**src/rtl/operand_entry_pkg.sv**
```systemverilog
// rtl/operand_entry_pkg.sv - shared constants and types for the operand entry stage
package operand_entry_pkg;

    typedef enum logic {
        ST_EDIT_A = 1'b0,
        ST_EDIT_B = 1'b1
    } state_e;

    localparam int K_INC = 0;
    localparam int K_DEC = 1;
    localparam int K_SEL = 2;
    localparam int K_CLR = 3;

    localparam int unsigned DEF_TICK_DIV = 240000;

endpackage

```
**src/rtl/operand_entry_if.sv**
```systemverilog
// rtl/operand_entry_if.sv - key inputs and operand outputs of the operand entry stage
interface operand_entry_if;

    logic [3:0] key_n;
    logic [3:0] num1;
    logic [3:0] num2;
    logic       edit_sel;
    logic       upd;

    modport master (
        input  key_n,
        output num1,
        output num2,
        output edit_sel,
        output upd
    );

    modport slave (
        output key_n,
        input  num1,
        input  num2,
        input  edit_sel,
        input  upd
    );

endinterface

```
**src/rtl/key_debounce.sv**
```systemverilog
// rtl/key_debounce.sv - synchronise, debounce and edge-detect one active-low key
module key_debounce #(
    parameter int SYNC_STAGES = 2
) (
    input  logic clk,
    input  logic rst,
    input  logic tick,
    input  logic key_n,
    output logic press
);

    logic [SYNC_STAGES-1:0] sync_q, sync_d;
    logic                   samp_q, samp_d;
    logic                   stable_q, stable_d;
    logic                   press_q, press_d;
    logic                   sync_out;

    assign sync_out = sync_q[SYNC_STAGES-1];

    always_comb begin
        sync_d   = {sync_q[SYNC_STAGES-2:0], key_n};
        samp_d   = samp_q;
        stable_d = stable_q;
        press_d  = 1'b0;
        if (tick) begin
            samp_d = sync_out;
            // Level accepted only after two consecutive ticks agree.
            if ((sync_out == samp_q) && (sync_out != stable_q)) begin
                stable_d = sync_out;
                press_d  = ~sync_out;
            end
        end
    end

    always_ff @(posedge clk) begin
        if (rst) begin
            sync_q   <= '1;
            samp_q   <= 1'b1;
            stable_q <= 1'b1;
            press_q  <= 1'b0;
        end else begin
            sync_q   <= sync_d;
            samp_q   <= samp_d;
            stable_q <= stable_d;
            press_q  <= press_d;
        end
    end

    assign press = press_q;

endmodule

```
**src/rtl/operand_entry.sv**
```systemverilog
// rtl/operand_entry.sv - debounced key entry of two 4-bit adder operands
module operand_entry
    import operand_entry_pkg::*;
#(
    parameter int unsigned TICK_DIV    = DEF_TICK_DIV,
    parameter int          SYNC_STAGES = 2
) (
    input  logic                   clk,
    input  logic                   rst,
    operand_entry_if.master        bus
);

    logic [23:0] cnt_q, cnt_d;
    logic        tick;
    logic [3:0]  press;

    assign tick = (cnt_q == 24'(TICK_DIV - 1));

    always_comb begin
        cnt_d = tick ? 24'd0 : cnt_q + 24'd1;
    end

    for (genvar k = 0; k < 4; k++) begin : g_key
        key_debounce #(
            .SYNC_STAGES(SYNC_STAGES)
        ) u_key (
            .clk   (clk),
            .rst   (rst),
            .tick  (tick),
            .key_n (bus.key_n[k]),
            .press (press[k])
        );
    end

    state_e     state_q, state_d;
    logic [3:0] num1_q, num1_d;
    logic [3:0] num2_q, num2_d;
    logic       upd_q, upd_d;

    always_comb begin
        state_d = state_q;
        num1_d  = num1_q;
        num2_d  = num2_q;
        upd_d   = 1'b0;
        if (press[K_CLR]) begin
            num1_d  = 4'd0;
            num2_d  = 4'd0;
            state_d = ST_EDIT_A;
            upd_d   = 1'b1;
        end else begin
            // inc and dec together cancel; arithmetic uses the pre-toggle selection.
            if (press[K_INC] ^ press[K_DEC]) begin
                if (state_q == ST_EDIT_A)
                    num1_d = press[K_INC] ? num1_q + 4'd1 : num1_q - 4'd1;
                else
                    num2_d = press[K_INC] ? num2_q + 4'd1 : num2_q - 4'd1;
                upd_d = 1'b1;
            end
            if (press[K_SEL])
                state_d = (state_q == ST_EDIT_A) ? ST_EDIT_B : ST_EDIT_A;
        end
    end

    always_ff @(posedge clk) begin
        if (rst) begin
            cnt_q   <= 24'd0;
            state_q <= ST_EDIT_A;
            num1_q  <= 4'd0;
            num2_q  <= 4'd0;
            upd_q   <= 1'b0;
        end else begin
            cnt_q   <= cnt_d;
            state_q <= state_d;
            num1_q  <= num1_d;
            num2_q  <= num2_d;
            upd_q   <= upd_d;
        end
    end

    assign bus.num1     = num1_q;
    assign bus.num2     = num2_q;
    assign bus.edit_sel = state_q;
    assign bus.upd      = upd_q;

endmodule

```
**src/flat_wrapper.sv**
```systemverilog
// flat-port wrapper written by rule: the top's interface ports become plain ports
module operand_entry_flat import operand_entry_pkg::*;
#(
    parameter int unsigned TICK_DIV    = DEF_TICK_DIV,
    parameter int          SYNC_STAGES = 2
)
  (clk, rst, bus_key_n, bus_num1, bus_num2, bus_edit_sel, bus_upd);
  operand_entry_if bus_i ();
  input  logic clk;
  input  logic rst;
  input wire logic [$bits(bus_i.key_n)-1:0] bus_key_n;
  output wire logic [$bits(bus_i.num1)-1:0] bus_num1;
  output wire logic [$bits(bus_i.num2)-1:0] bus_num2;
  output wire logic [$bits(bus_i.edit_sel)-1:0] bus_edit_sel;
  output wire logic [$bits(bus_i.upd)-1:0] bus_upd;
  assign bus_i.key_n = bus_key_n;
  assign bus_num1 = bus_i.num1;
  assign bus_num2 = bus_i.num2;
  assign bus_edit_sel = bus_i.edit_sel;
  assign bus_upd = bus_i.upd;
  operand_entry #(.TICK_DIV(TICK_DIV), .SYNC_STAGES(SYNC_STAGES)) u_core (.clk(clk), .rst(rst), .bus(bus_i));
endmodule
```
**config.mk**
```make
export PLATFORM = sky130hd
export DESIGN_NAME = operand_entry_flat
export DESIGN_NICKNAME = d
export VERILOG_FILES = /design/src/rtl/operand_entry_pkg.sv /design/src/rtl/operand_entry_if.sv /design/src/rtl/key_debounce.sv /design/src/rtl/operand_entry.sv /design/src/flat_wrapper.sv
export SDC_FILE = /design/constraint.sdc
export NUM_CORES = 1
export LEC_CHECK = 0
export ABC_AREA = 1
export CORE_ASPECT_RATIO = 1.1
export CORE_UTILIZATION = 35
export DETAILED_ROUTE_END_ITERATION = 8
export DONT_BUFFER_PORTS = 1
export PLACE_DENSITY = 0.5
export SETUP_SLACK_MARGIN = 0.3
export SLEW_MARGIN = 20
export SYNTH_ARGS = -nofsm -noshare
export SYNTH_HDL_FRONTEND = slang
export SYNTH_SLANG_ARGS = --single-unit
```
**constraint.sdc**
```tcl
create_clock -name clk -period 1.95 [get_ports clk]
set_clock_uncertainty 0.2 [all_clocks]
set_input_delay 0.39 -clock clk [delete_from_list [all_inputs] [get_ports clk]]
set_output_delay 0.39 -clock clk [all_outputs]
set_load 0.1 [all_outputs]
```
==> impl_metrics.toml, run 1 <==
[power]
seqPwrFrac = 0.560
p_clk_frac = 0.403
irDropWorstVdd_uv = 255
fin_total_pwr_uw = 2000
pwr-share-comb = 0.038
power_density_nw_per_um2 = 584
p_switching_uw = 464
power_leakage_uw = 0.00128
swShare = 0.233
internal_power_uw = 1530

[clocking]
clkTransAtPathRegs_ns = 0.11
cts_htree_levels = 2
cts_tree = "done"
root_buffer = "clkbuf_8"
clock_latency_ns = 0.32
numClockSinks = 54
cts_buffers = 5
clk_path_buf_depth = 2

[worst_setup_path]
criticalPathCategory = "flop to flop"
cp.arrival_ns = 1.65
timing.rr.start = "u_core.cnt_q[1]$_SDFF_PP0_"
critical_path_required_ns = 1.97
startpoint = "u_core.cnt_q[1]$_SDFF_PP0_"
crit_slowest_cell = "dfxtp_4"
cpMostUsedCell = "nand3_4"
worst-r2r-cell-count = 6
critPathMaxStageDelay_ns = 0.38
worstPathCellList = "ha_4 -> nand3_4 -> nor2_4 -> nand3_4 -> nand2_8 -> nor2_1"
worst_setup_path_end_kind = "flop"
path_max_fanout = 7
start_kind = "flop"

[min_path]
hold_start = "rst"
hold_depth = 4
hp-class = "input pin to flop"

[synth]
syn_nets = 395
syn_avg_cell_area_um2 = 6.96
synth_top_flop_cell = "dfxtp_1"
seq_area_frac_synth = 0.407
synth_area_um2 = 2660
synth_edf_count = 0
synth_seq_cells = 54
synth.area.top_cells = "dfxtp_1 (41%), nand2_1 (15%), nor2_1 (10%), inv_1 (5.4%), a21oi_1 (4.0%)"
yosysTopAreaCell = "dfxtp_1"
yosys-top-cells-count = "nand2_1 (109), nor2_1 (71), dfxtp_1 (54)"
yosys.area.top_type_share = 0.407
synthesis.instances = 382
yosysMostFrequentCell = "nand2_1"
synthArstFlopShare = 0
ys_warn_count = 0
ys_types = 27

[placed_design]
hpwl_mm = 4.20
gp_congestion = 0.842
place.port_buffers = 0

[floorplanning]
die_area_um2 = 7950
start_util = 0.371
fp.dieH_um = 93.4
die_w_um = 85.1
core_area_um2 = 7170
rows = 32
num_io_pins = 16

[sta]
max_slew.worst_pin.slew_ns = 0.713
grt_setup_unrepaired = "yes"
tns_ns = 0
drv_slew = 0
fin_crit_sh = 0.835
setup_viol = 0
relSlewSlack = 0.524
hold_violations = 0
period_minus_slack_ns = 1.63
fmax_mhz = 614

[cells_and_area]
final_util = 0.477
fin_nets = 431
drive_above_1_share = 0.303
nFillCells = 726
n_antenna_cell = 0
area_delta_synth_final_pct = 28.7

[status]
status = "finished clean"

[grt]
grt_busiest_layer = "met2"
antenna_found_initial = 0
use_met3 = 0.0318
grt_pass1_vias = 2268
grt.met1_usage = 0.224
grtUsageMet2 = 0.296
grt_usage = 0.175
grt_max_degree = 19
grt_first_pass_wirelength_mm = 10.8
grt_overflow = 0

[drt]
ant_nets = 0
drc_errors = 0
avgViaCountPerCell = 4.77
wire_per_inst_um = 12.4
drt-total-wl_mm = 6.27
vias = 2405
drt_iter0_markers = 92
first_pass_iters = 4

[job]
cap_violations = 0
-- final cells by class --
class / instances / area (µm²) / share of cell area
multi-input cells: 286 / 1680 / 0.491
flip-flops and latches: 54 / 1120 / 0.328
repair buffers: 29 / 230 / 0.0673
inverters: 42 / 165 / 0.0483
well taps: 85 / 106 / 0.0311
clock buffers: 5 / 68.8 / 0.0201
clock inverters: 3 / 47.5 / 0.0139
-- per-layer routing --
| layer | vias to the layer above | part of all wire |
|---|---|---|
| li1 | 1264 | - |
| met1 | 1085 | 0.45 |
| met2 | 50 | 0.50 |
| met3 | 6 | 0.041 |
| met4 | 0 | 0.0089 |
| met5 | - | 0 |
-- worst paths after layout --
check	endpoint	slack, ns
setup / recovery	u_core.cnt_q[0]$_SDFF_PP0_	0.32
hold / removal	u_core.g_key[0].u_key.stable_q$_SDFFE_PP1P_	0.03
setup reg to reg	u_core.cnt_q[0]$_SDFF_PP0_	0.32
hold reg to reg	u_core.g_key[3].u_key.sync_q[1]$_SDFF_PP1_	0.22
-- layout by cell type (no fill, tap or decap), drive strengths merged --
| master | count |
|---|---|
| nor3 | 2 |
| ha | 5 |
| nand2 | 114 |
| a21oi | 21 |
| bufinv | 1 |
| o21ai | 10 |
| nor2 | 77 |
| xor2 | 5 |
| clkinv | 1 |
| nand4 | 8 |
| dfxtp | 54 |
| dlygate4sd3 | 5 |
| xnor2 | 7 |
| fa | 2 |
| nand3 | 18 |
| clkbuf | 5 |
| inv | 43 |
| buf | 24 |
| or2 | 15 |
| nand3b | 2 |
-- sequential cells by signal, summed over array words and instances, names as in the netlist --
register,cells
u_core.bus.edit_sel,1
u_core.bus.num1,4
u_core.bus.num2,4
u_core.bus.upd,1
u_core.cnt_q,24
u_core.g_key.u_key.press,4
u_core.g_key.u_key.samp_q,4
u_core.g_key.u_key.stable_q,4
u_core.g_key.u_key.sync_q,8
-- critical path, delay by kind of cell, from the launching register on --
| kind | cells | cell delay (ns) |
|---|---|---|
| DFF | 1 | 0.38 |
| adders and majority gates | 1 | 0.15 |
| and+or+nand+nor | 5 | 0.81 |
-- power by group through the flow --
stage	Combinational [µW]	Sequential (µW)	Clock, µW
floorplan	38.7	1140	0
global placement	39.3	1140	0
detailed placement	39.4	1140	0
CTS	66.6	1120	827
global route	84.8	1120	877
finish	75.1	1120	803
-- per-stage QoR --
step / hold WS [ns] / setup WS [ns] / area, µm² / std cells
floorplan: 0.189 / 0.289 / 2700 / 382
global route: 0.0413 / 0.242 / 3420 / 504
finish: 0.0347 / 0.321 / 3420 / 504
global placement: 0.190 / 0.189 / 2880 / 476
CTS: 0.0264 / 0.303 / 3210 / 498
detailed placement: 0.195 / 0.137 / 2880 / 476
-- what timing repair did --
item | in CTS | in global routing
buffers inserted | 5 | 6
hold endpoints to repair | 9 | 0
resized for setup | 23 | 53
hold buffers | 5 | 0
pin swaps | 6 | 18
setup endpoints to repair | 40 | 41
gates cloned | 4 | 0
-- logic make-up after synthesis --
kind of cell,count (synthesis),synth area share
fa+ha+maj,7,0.0386
simple gates,232,0.386
compound gates,31,0.0584
flops,54,0.407
buf+inv,46,0.0706
xor+xnor,12,0.0395
Note: power is estimated with default switching activity, not from simulation.
==> inputs of run 2 (changes only) <==
==> constraint.sdc (replaced) <==
create_clock -name clk -period 1.55 [get_ports clk]
set_clock_uncertainty 0.2 [all_clocks]
set_input_delay 0.31 -clock clk [delete_from_list [all_inputs] [get_ports clk]]
set_output_delay 0.31 -clock clk [all_outputs]
set_load 0.1 [all_outputs]
==> run 2 against run 1 <==
  * The flow now finishes with violations (negative hold slack)
  * First-iteration DRC count rose by 3.3%
  * Combinational power grew 60%
  * Die area stayed put
  * Worst hold slack worse by 0.051 ns
  * Critical path depth increased by 1
  * Utilization is 5.8 points higher
  * Register-to-register slack worse by 0.32 ns
  * Critical path type unchanged
==> impl_metrics.toml, run 2 (same netlist as run 1, synthesis figures left out) <==
[floorplanning]
core_area_um2 = 7170
rows = 32
fp.dieH_um = 93.4
start_util = 0.371
num_io_pins = 16
die_area_um2 = 7950
die_w_um = 85.1

[job]
cap_violations = 0

[worst_setup_path]
path_delay_family = "simple AND/OR/NAND/NOR gates"
worst_setup_path_end_kind = "flop"
criticalPathCategory = "flop to flop"
cp.arrival_ns = 1.55
worstPathCellList = "ha_4 -> nand3_4 -> nor2_4 -> nand3_4 -> nand2_8 -> clkbuf_16 -> a21oi_2"
critical_path_required_ns = 1.55
cp_num_buf_inv = 1
timing.rr.start = "u_core.cnt_q[1]$_SDFF_PP0_"
path_max_fanout = 8
start_kind = "flop"
critPathMaxStageDelay_ns = 0.36
startpoint = "u_core.cnt_q[1]$_SDFF_PP0_"
cpMostUsedCell = "nand3_4"
crit_slowest_cell = "dfxtp_2"

[power]
fin_total_pwr_uw = 2400
power_leakage_uw = 0.00146
irDropWorstVdd_uv = 382
power_density_nw_per_um2 = 625

[cells_and_area]
largest_reg_flops = 24
final_util = 0.536
drive_above_1_share = 0.402
fin_nets = 447
layout_common_cells = "nand2_1 (91), nor2_1 (45), inv_1 (34)"
stdcell_area_um2 = 3840
n_antenna_cell = 0
top_register = "u_core.cnt_q"
final_common_cell = "nand2_1"
area_delta_synth_final_pct = 44.5
nFillCells = 689
reg_top3 = "u_core.cnt_q: 24 flops, u_core.g_key.u_key.sync_q: 8 flops"

[drt]
ant_nets = 0
wire_per_inst_um = 12.3
drc_errors = 0
vias = 2450
drt-total-wl_mm = 6.40
avgViaCountPerCell = 4.71
first_pass_iters = 4
drt_iter0_markers = 95

[grt]
grt_first_pass_wirelength_mm = 10.1
grt_pass1_vias = 2193
grt_max_degree = 17
grt_overflow = 0
grt_usage = 0.164
antenna_found_initial = 0

[clocking]
clkTransAtPathRegs_ns = 0.09
root_buffer = "clkbuf_8"
numClockSinks = 54
cts_tree = "done"
clk_path_buf_depth = 2
cts_hold_buf = 5
cts_htree_levels = 2
clock_latency_ns = 0.31
cts_buffers = 5

[sta]
holdWs_ns = -0.0166
period_minus_slack_ns = 1.55
hold_violations = 2
fin_ws_ns = 0.00472
max_slew.worst_pin.slew_ns = 0.506
fmax_mhz = 647
relSlewSlack = 0.663
drv_slew = 0
fin_crit_sh = 0.997
setup_viol = 0
grt_setup_unrepaired = "yes"

[placed_design]
hpwl_mm = 4.42
place.port_buffers = 0
pre_cts_slack_ns = -0.0261
post_dp_cell_area_um2 = 3200
gp_congestion = 0.839

[status]
failed_checks = "negative hold slack"
status = "complete, but fails checks"

[min_path]
hold_start = "rst"
hp-class = "input pin to flop"
[run 2: changes by cell type in the layout (fill, tap and decap cells not counted), moves of 5 or more]
cell | before | now
nor2_1 | 55 | 45
o21ai_0 | 8 | 3
nand2_1 | 100 | 91
buf_12 | 0 | 13
nand2_2 | 10 | 16
nor2_4 | 7 | 13
[run 2: layout make-up]
| class | count | area [µm²] | share of cell area |
|---|---|---|---|
| multi-input combinational | 282 | 1730 | 0.451 |
| sequential | 54 | 1140 | 0.296 |
| timing repair buffer | 49 | 588 | 0.153 |
| inverter | 42 | 173 | 0.0450 |
| tap | 85 | 106 | 0.0277 |
| clock buffer | 7 | 96.3 | 0.0251 |
| clock inverter | 1 | 8.76 | 0.00228 |
[run 2: stage by stage]
step                cells  hold slack (ns)  TNS, ns
CTS                   517           0.0179        0
global placement      496            0.191  -0.0113
detailed placement    496            0.193  -0.0960
finish                520          -0.0166        0
global route          520          -0.0320    -1.16
floorplan             382            0.189  -0.0605
[run 2: tightest hold or removal path, delay by kind of cell]
| kind | cells | cell delay (ns) |
|---|---|---|
| simple gates | 1 | 0.05 |
| compound gates | 2 | 0.09 |
[run 2: worst paths after layout]
check / endpoint / slack [ns] / cells past startpoint
worst max register to register: u_core.cnt_q[11]$_SDFF_PP0_ / 0.005 / 7
worst min register to register: u_core.g_key[0].u_key.sync_q[1]$_SDFF_PP1_ / 0.22 / 1
worst max-delay path: u_core.cnt_q[11]$_SDFF_PP0_ / 0.005 / 7
worst min-delay path: u_core.bus.num1[2]$_SDFFE_PP0P_ / -0.02 / 3
[run 2: repair_timing]
action,CTS,global route
pin swaps,13,17
setup buffers,8,1
gates cloned,0,2
setup endpoints to repair,55,64
resized for setup,54,58
endpoints found under the hold margin,15,3
[run 2: metal layers]
metal  routed length (µm)  track usage
met1                 2930        0.198
met2                 3120        0.289
met3                  177       0.0327
met4                  168       0.0579
met5                    0            0
[run 2: report_power, final]
group | leakage [µW] | internal [µW] | switching (µW)
logic | 0.000953 | 59.6 | 60.6
clock network | 0.0000544 | 411 | 476
registers | 0.000452 | 1380 | 10.5
==> variant 1: new RTL, config.mk and constraints of run 2 <==
`SYNC_STAGES` is set to 2 in 3 places; all go to 4.
--- a/src/rtl/key_debounce.sv
+++ b/src/rtl/key_debounce.sv
@@ -1,5 +1,5 @@
 // rtl/key_debounce.sv - synchronise, debounce and edge-detect one active-low key
 module key_debounce #(
-    parameter int SYNC_STAGES = 2
+    parameter int SYNC_STAGES = 4
 ) (
     input  logic clk,
--- a/src/rtl/operand_entry.sv
+++ b/src/rtl/operand_entry.sv
@@ -4,5 +4,5 @@
 #(
     parameter int unsigned TICK_DIV    = DEF_TICK_DIV,
-    parameter int          SYNC_STAGES = 2
+    parameter int          SYNC_STAGES = 4
 ) (
     input  logic                   clk,
--- a/src/flat_wrapper.sv
+++ b/src/flat_wrapper.sv
@@ -3,5 +3,5 @@
 #(
     parameter int unsigned TICK_DIV    = DEF_TICK_DIV,
-    parameter int          SYNC_STAGES = 2
+    parameter int          SYNC_STAGES = 4
 )
   (clk, rst, bus_key_n, bus_num1, bus_num2, bus_edit_sel, bus_upd);
Check against the original RTL: no difference found for any inputs over 10 cycles, from zero or initial values and one cycle with rst high; that may be too few to reach the edited logic, so the function may still have changed.
==> variant 1 against run 2 <==
Wire length down 1.7%; sequential cell count up 8; power rose by 31%; core utilization down 1.1 points; largest cell class unchanged; setup slack lost 0.065 ns; maximum frequency fell by 4.0%; the run ends with negative hold slack, negative setup slack left; final area is 8.0% higher; highest routed layer unchanged; area after synthesis rose by 8.1%; die area rose by 7.9%.
==> variant 1: results (changes against run 2) <==
DR WL met3=159 um (-10%); met1 Resource Use GR=0.205 (+0.00740); grt met3 use=0.0384 (+0.00574); setup TNS=-0.141 ns (-0.141 ns); initial DRC count=114 (+20%); Avg WL per Cell=11.1 um (-9.8%); GPL Wtd Cong=0.766 (-8.7%); Final setup viols=11 (+11); Avg Cell Area, Syn=7.29 um2 (+4.8%); FF/Latch Area=1300 um2 (+14%); Synth Net Count=407 (+3.0%); wl on met1=2900 um (-0.75%); Synthesis Warnings=0 (unchanged); Post-Synth XOR/XNOR Area=0.0335 (-0.00601); Leak Pwr=1.59 nW (+9.1%); status=finished with violations; Worst-Skew Late Latency=0.35 ns (+0.04 ns); share of post-route cells with drive strength above 1=0.414 (+0.0116); post-synthesis adder-cell area fraction=0.0357 (-0.00289); multiplexer share of the synthesized area=0 (unchanged); hold_ws=-0.135 ns (-0.119 ns); Seq pwr share=0.511 (-0.070); Commonest cells post-synth=nand2_1 (99), nor2_1 (73), dfxtp_1 (62); vias per inst=4.48 (-5.0%); compound-cell area share of the yosys netlist=0.0614 (+0.00303); met2 usage=0.257 (-0.0322); total CTS buffers=9 (+4); P_int=2.41 mW (+30%); non-filler instance count after layout=567 (+9.0%); sequential fraction of the synthesis area=0.432 (+0.0253); vias in the first global route=2469 (+13%); ANT nets after route=0 (unchanged); largest net degree at the start of global routing=26 (+9); GRT Total Usage=0.163 (-0.00137); global-route wire length before repair=10800 um (+6.4%); HPWL after DPL=4400 um (-0.35%); Final Hold Viols=27 (+25); final setup margin=-0.0604 ns (-0.0651 ns); number of fillers in the final layout=771 (+12%); failing checks=negative hold slack, negative setup slack; maximum vdd ir drop=0.509 mV (+33%); setup bufs post-CTS=10 (+2); met2 wire len=3100 um (-0.74%); Final nets=467 (+4.5%); area of placed instances=3440 um2 (+7.3%); highest metal used=met4; Power Total=3.15 mW (+31%); # H-tree levels=3 (+1); Hold Path Cell Cnt=1 (-2); Clk. pwr=1.43 mW (+61%); Slew @ Worst Pin=0.371 ns (-0.135 ns); placed cells=534 (+7.7%); CP max FO=6 (-2); Place WS=-0.0310 ns (-0.00485 ns); synth top area cells=dfxtp_1 (43%), nand2_1 (13%), nor2_1 (9.5%), inv_1 (5.7%), or2_2 (4.4%); CP Data Arrival Time=1.65 ns (+0.10 ns); biggest regs=u_core.cnt_q x24, u_core.g_key.u_key.sync_q x16; Post-CTS Resized=65 (+20%); Reg clk slew, reported paths=0.07 ns (-0.02 ns)
-- variant 1: changes by cell type in the layout (fill, tap and decap cells not counted), sizes merged, moves of 2 or more --
cell,change
nor3,+2
o21bai,+5
a21oi,-6
or2,+6
dfxtp,+8
inv,+9
buf,+4
o21ai,+2
nand2,-9
nand4,+2
clkbuf,+2
-- variant 1: area by class of cell --
type                       instances  share of cell area
clock buffer                       9              0.0299
clock inverter                     7              0.0169
inverter                          45              0.0413
multi-input combinational        283               0.421
sequential                        62               0.312
tap                              108              0.0326
timing repair buffer              53               0.146
-- variant 1: final timing paths --
check | startpoint | to
hold reg to reg | u_core.g_key[3].u_key.sync_q[2] | u_core.g_key[3].u_key.sync_q[3]
hold / removal | rst | u_core.g_key[1].u_key.sync_q[3]
setup reg to reg | u_core.cnt_q[1] | u_core.cnt_q[20]
setup / recovery | u_core.cnt_q[1] | u_core.cnt_q[20]
==> variant 2: new RTL, config.mk and constraints of run 2 <==
Without the edit above. Reset style: asynchronous (`rst`), changed in 2 clocked blocks.
--- a/src/rtl/key_debounce.sv
+++ b/src/rtl/key_debounce.sv
@@ -33,5 +33,5 @@
     end
 
-    always_ff @(posedge clk) begin
+    always_ff @(posedge clk or posedge rst) begin
         if (rst) begin
             sync_q   <= '1;
--- a/src/rtl/operand_entry.sv
+++ b/src/rtl/operand_entry.sv
@@ -62,5 +62,5 @@
     end
 
-    always_ff @(posedge clk) begin
+    always_ff @(posedge clk or posedge rst) begin
         if (rst) begin
             cnt_q   <= 24'd0;
Behaviour: no difference found for any inputs over 10 cycles, from zero or initial values and one cycle with rst high; that may be too few to reach the edited logic, so the function may still have changed.
==> variant 2 against run 2 <==
The flow finishes with violations (negative setup slack); final area grew 17%; setup slack lost 0.086 ns; die area grew 9.2%; area after synthesis grew 9.4%; register-to-register slack lost 0.07 ns; critical path depth shrank 5; wire length grew 5.1%; core utilization grew 2.7 points; sequential cell count is the same.
Power is not compared: it rests on default switching activity, and its combinational part moved more than twofold at a synthesized area within 25%.
==> variant 2: results (changes against run 2) <==
Hold Path Cell Cnt=0 (-3); setup TNS=-0.926 ns (-0.926 ns); Synthesis Warnings=0 (unchanged); synth top area cells=dfrtp_1 (33%), dfstp_2 (14%), nand2_1 (13%), inv_1 (6.8%), nor2_1 (5.7%); share of post-route cells with drive strength above 1=0.526 (+0.124); clock root cell=clkbuf_8; GRT overflow=0 (unchanged); number of fillers in the final layout=731 (+6.1%); maximum root-to-sink buffer count=2 (unchanged); cells on worst reg2reg path=7 (unchanged); biggest regs=u_core.cnt_q x24, u_core.g_key.u_key.sync_q x8; maximum vdd ir drop=between 0.3 and 0.4 mV; DR vias=2498 (+2.0%); worst min path class=register to register; Avg Cell Area, Syn=8.05 um2 (+16%); sequential fraction of the synthesis area=0.472 (+0.0648); CP max FO=3 (-5); CP Data Arrival Time=1.12 ns (-0.43 ns); Final setup viols=25 (+25); Avg WL per Cell=12.3 um (-0.11%); Slew @ Worst Pin=0.348 ns (-0.158 ns); drt first pass iters=4 (unchanged); Reg clk slew, reported paths=0.11 ns (+0.02 ns); Commonest cells post-synth=nand2_1 (99), inv_1 (53), nor2_1 (44); Synth cell types=26 (-3.7%); n_diodes=0 (unchanged); failing checks=negative setup slack; Synth Net Count=374 (-5.3%); fraction of registers with async set/reset=1.00 (+1.00); GPL Wtd Cong=0.887 (+5.6%); HPWL after DPL=4460 um (+0.94%); # H-tree levels=2 (unchanged); Worst-Skew Late Latency=0.31 ns (about the same); Place WS=-0.140 ns (-0.114 ns); largest net degree at the start of global routing=55 (+38); placed cells=506 (+2.0%); initial DRC count=115 (+21%); leading area contributor after synthesis=dfrtp_1; vias in the first global route=2317 (+5.7%); global-route wire length before repair=10800 um (+6.4%); non-filler instance count after layout=547 (+5.2%); GRT Total Usage=0.160 (-0.00401); final setup margin=-0.0815 ns (-0.0862 ns); Final nets=451 (+0.89%); status=finished with violations
==> variant 2: timing repair <==
action	in CTS	in global routing
pin swaps	30	22
gates cloned	0	2
gates resized for setup	80	63
setup endpoints to repair	54	56
hold endpoints to repair	42	0
hold buffers	5	0
buffers inserted	10	16
==> variant 2: final timing paths <==
path / from / endpoint / slack [ns]
setup / recovery: u_core.bus.num2[1] / bus_num2[1] / -0.08
hold / removal: u_core.g_key[1].u_key.sync_q[0] / u_core.g_key[1].u_key.sync_q[1] / 0.16
setup reg to reg: u_core.g_key[0].u_key.press / u_core.bus.num1[3] / -0.07
hold reg to reg: u_core.g_key[1].u_key.sync_q[0] / u_core.g_key[1].u_key.sync_q[1] / 0.16
max in group asynchronous: rst / u_core.g_key[3].u_key.sync_q[0] / 0.51
min in group asynchronous: rst / u_core.bus.num1[3] / 0.34
==> variant 2: power by group <==
group	switching, mW	internal (mW)	total, mW
logic	0.0368	0.0209	0.0577
clock network	0.496	0.371	0.867
registers	0.0127	1.43	1.44
total	0.545	1.82	2.37
==> variant 2: area by class of cell <==
type,count,area [um2],share of cell area
repair buffers,71,768,0.171
clock buffers,6,82.6,0.0183
inverters,55,215,0.0478
multi-input cells,251,1880,0.418
flip-flops and latches,54,1400,0.312
well taps,108,135,0.0300
clock inverters,2,15.0,0.00333
==> variant 2: cell families after synthesis <==
logic type | count (synthesis) | share of synthesized area
compound gates | 15 | 0.0258
xor+xnor | 22 | 0.0663
fa+ha+maj | 7 | 0.0353
buf+inv | 57 | 0.0775
flops | 54 | 0.472
simple gates | 206 | 0.324
==> variant 2: stage by stage <==
| step | power, mW | instance area, um2 | util |
|---|---|---|---|
| after floorplan | 1.50 | 3090 | - |
| after global placement | 1.51 | 3540 | 0.443 |
| after detailed placement | 1.52 | 3540 | 0.443 |
| after CTS | 2.41 | 4110 | 0.514 |
| after global routing | 2.47 | 4500 | 0.563 |
| final | 2.37 | 4500 | 0.563 |
==> variant 2: metal layers <==
metal / global-route usage / vias up / routed length, um
met1: 0.209 / 1186 / 3080
li1: - / 1265 / -
met4: 0.0459 / 0 / 127
met2: 0.266 / 34 / 3380
met5: 0 / - / 0
met3: 0.0314 / 13 / 132
==> variant 2: worst max-delay path, stage by stage (launching register included) <==
cell     delay, ns
dfrtp_4       0.51
buf_6         0.14
buf_12        0.16
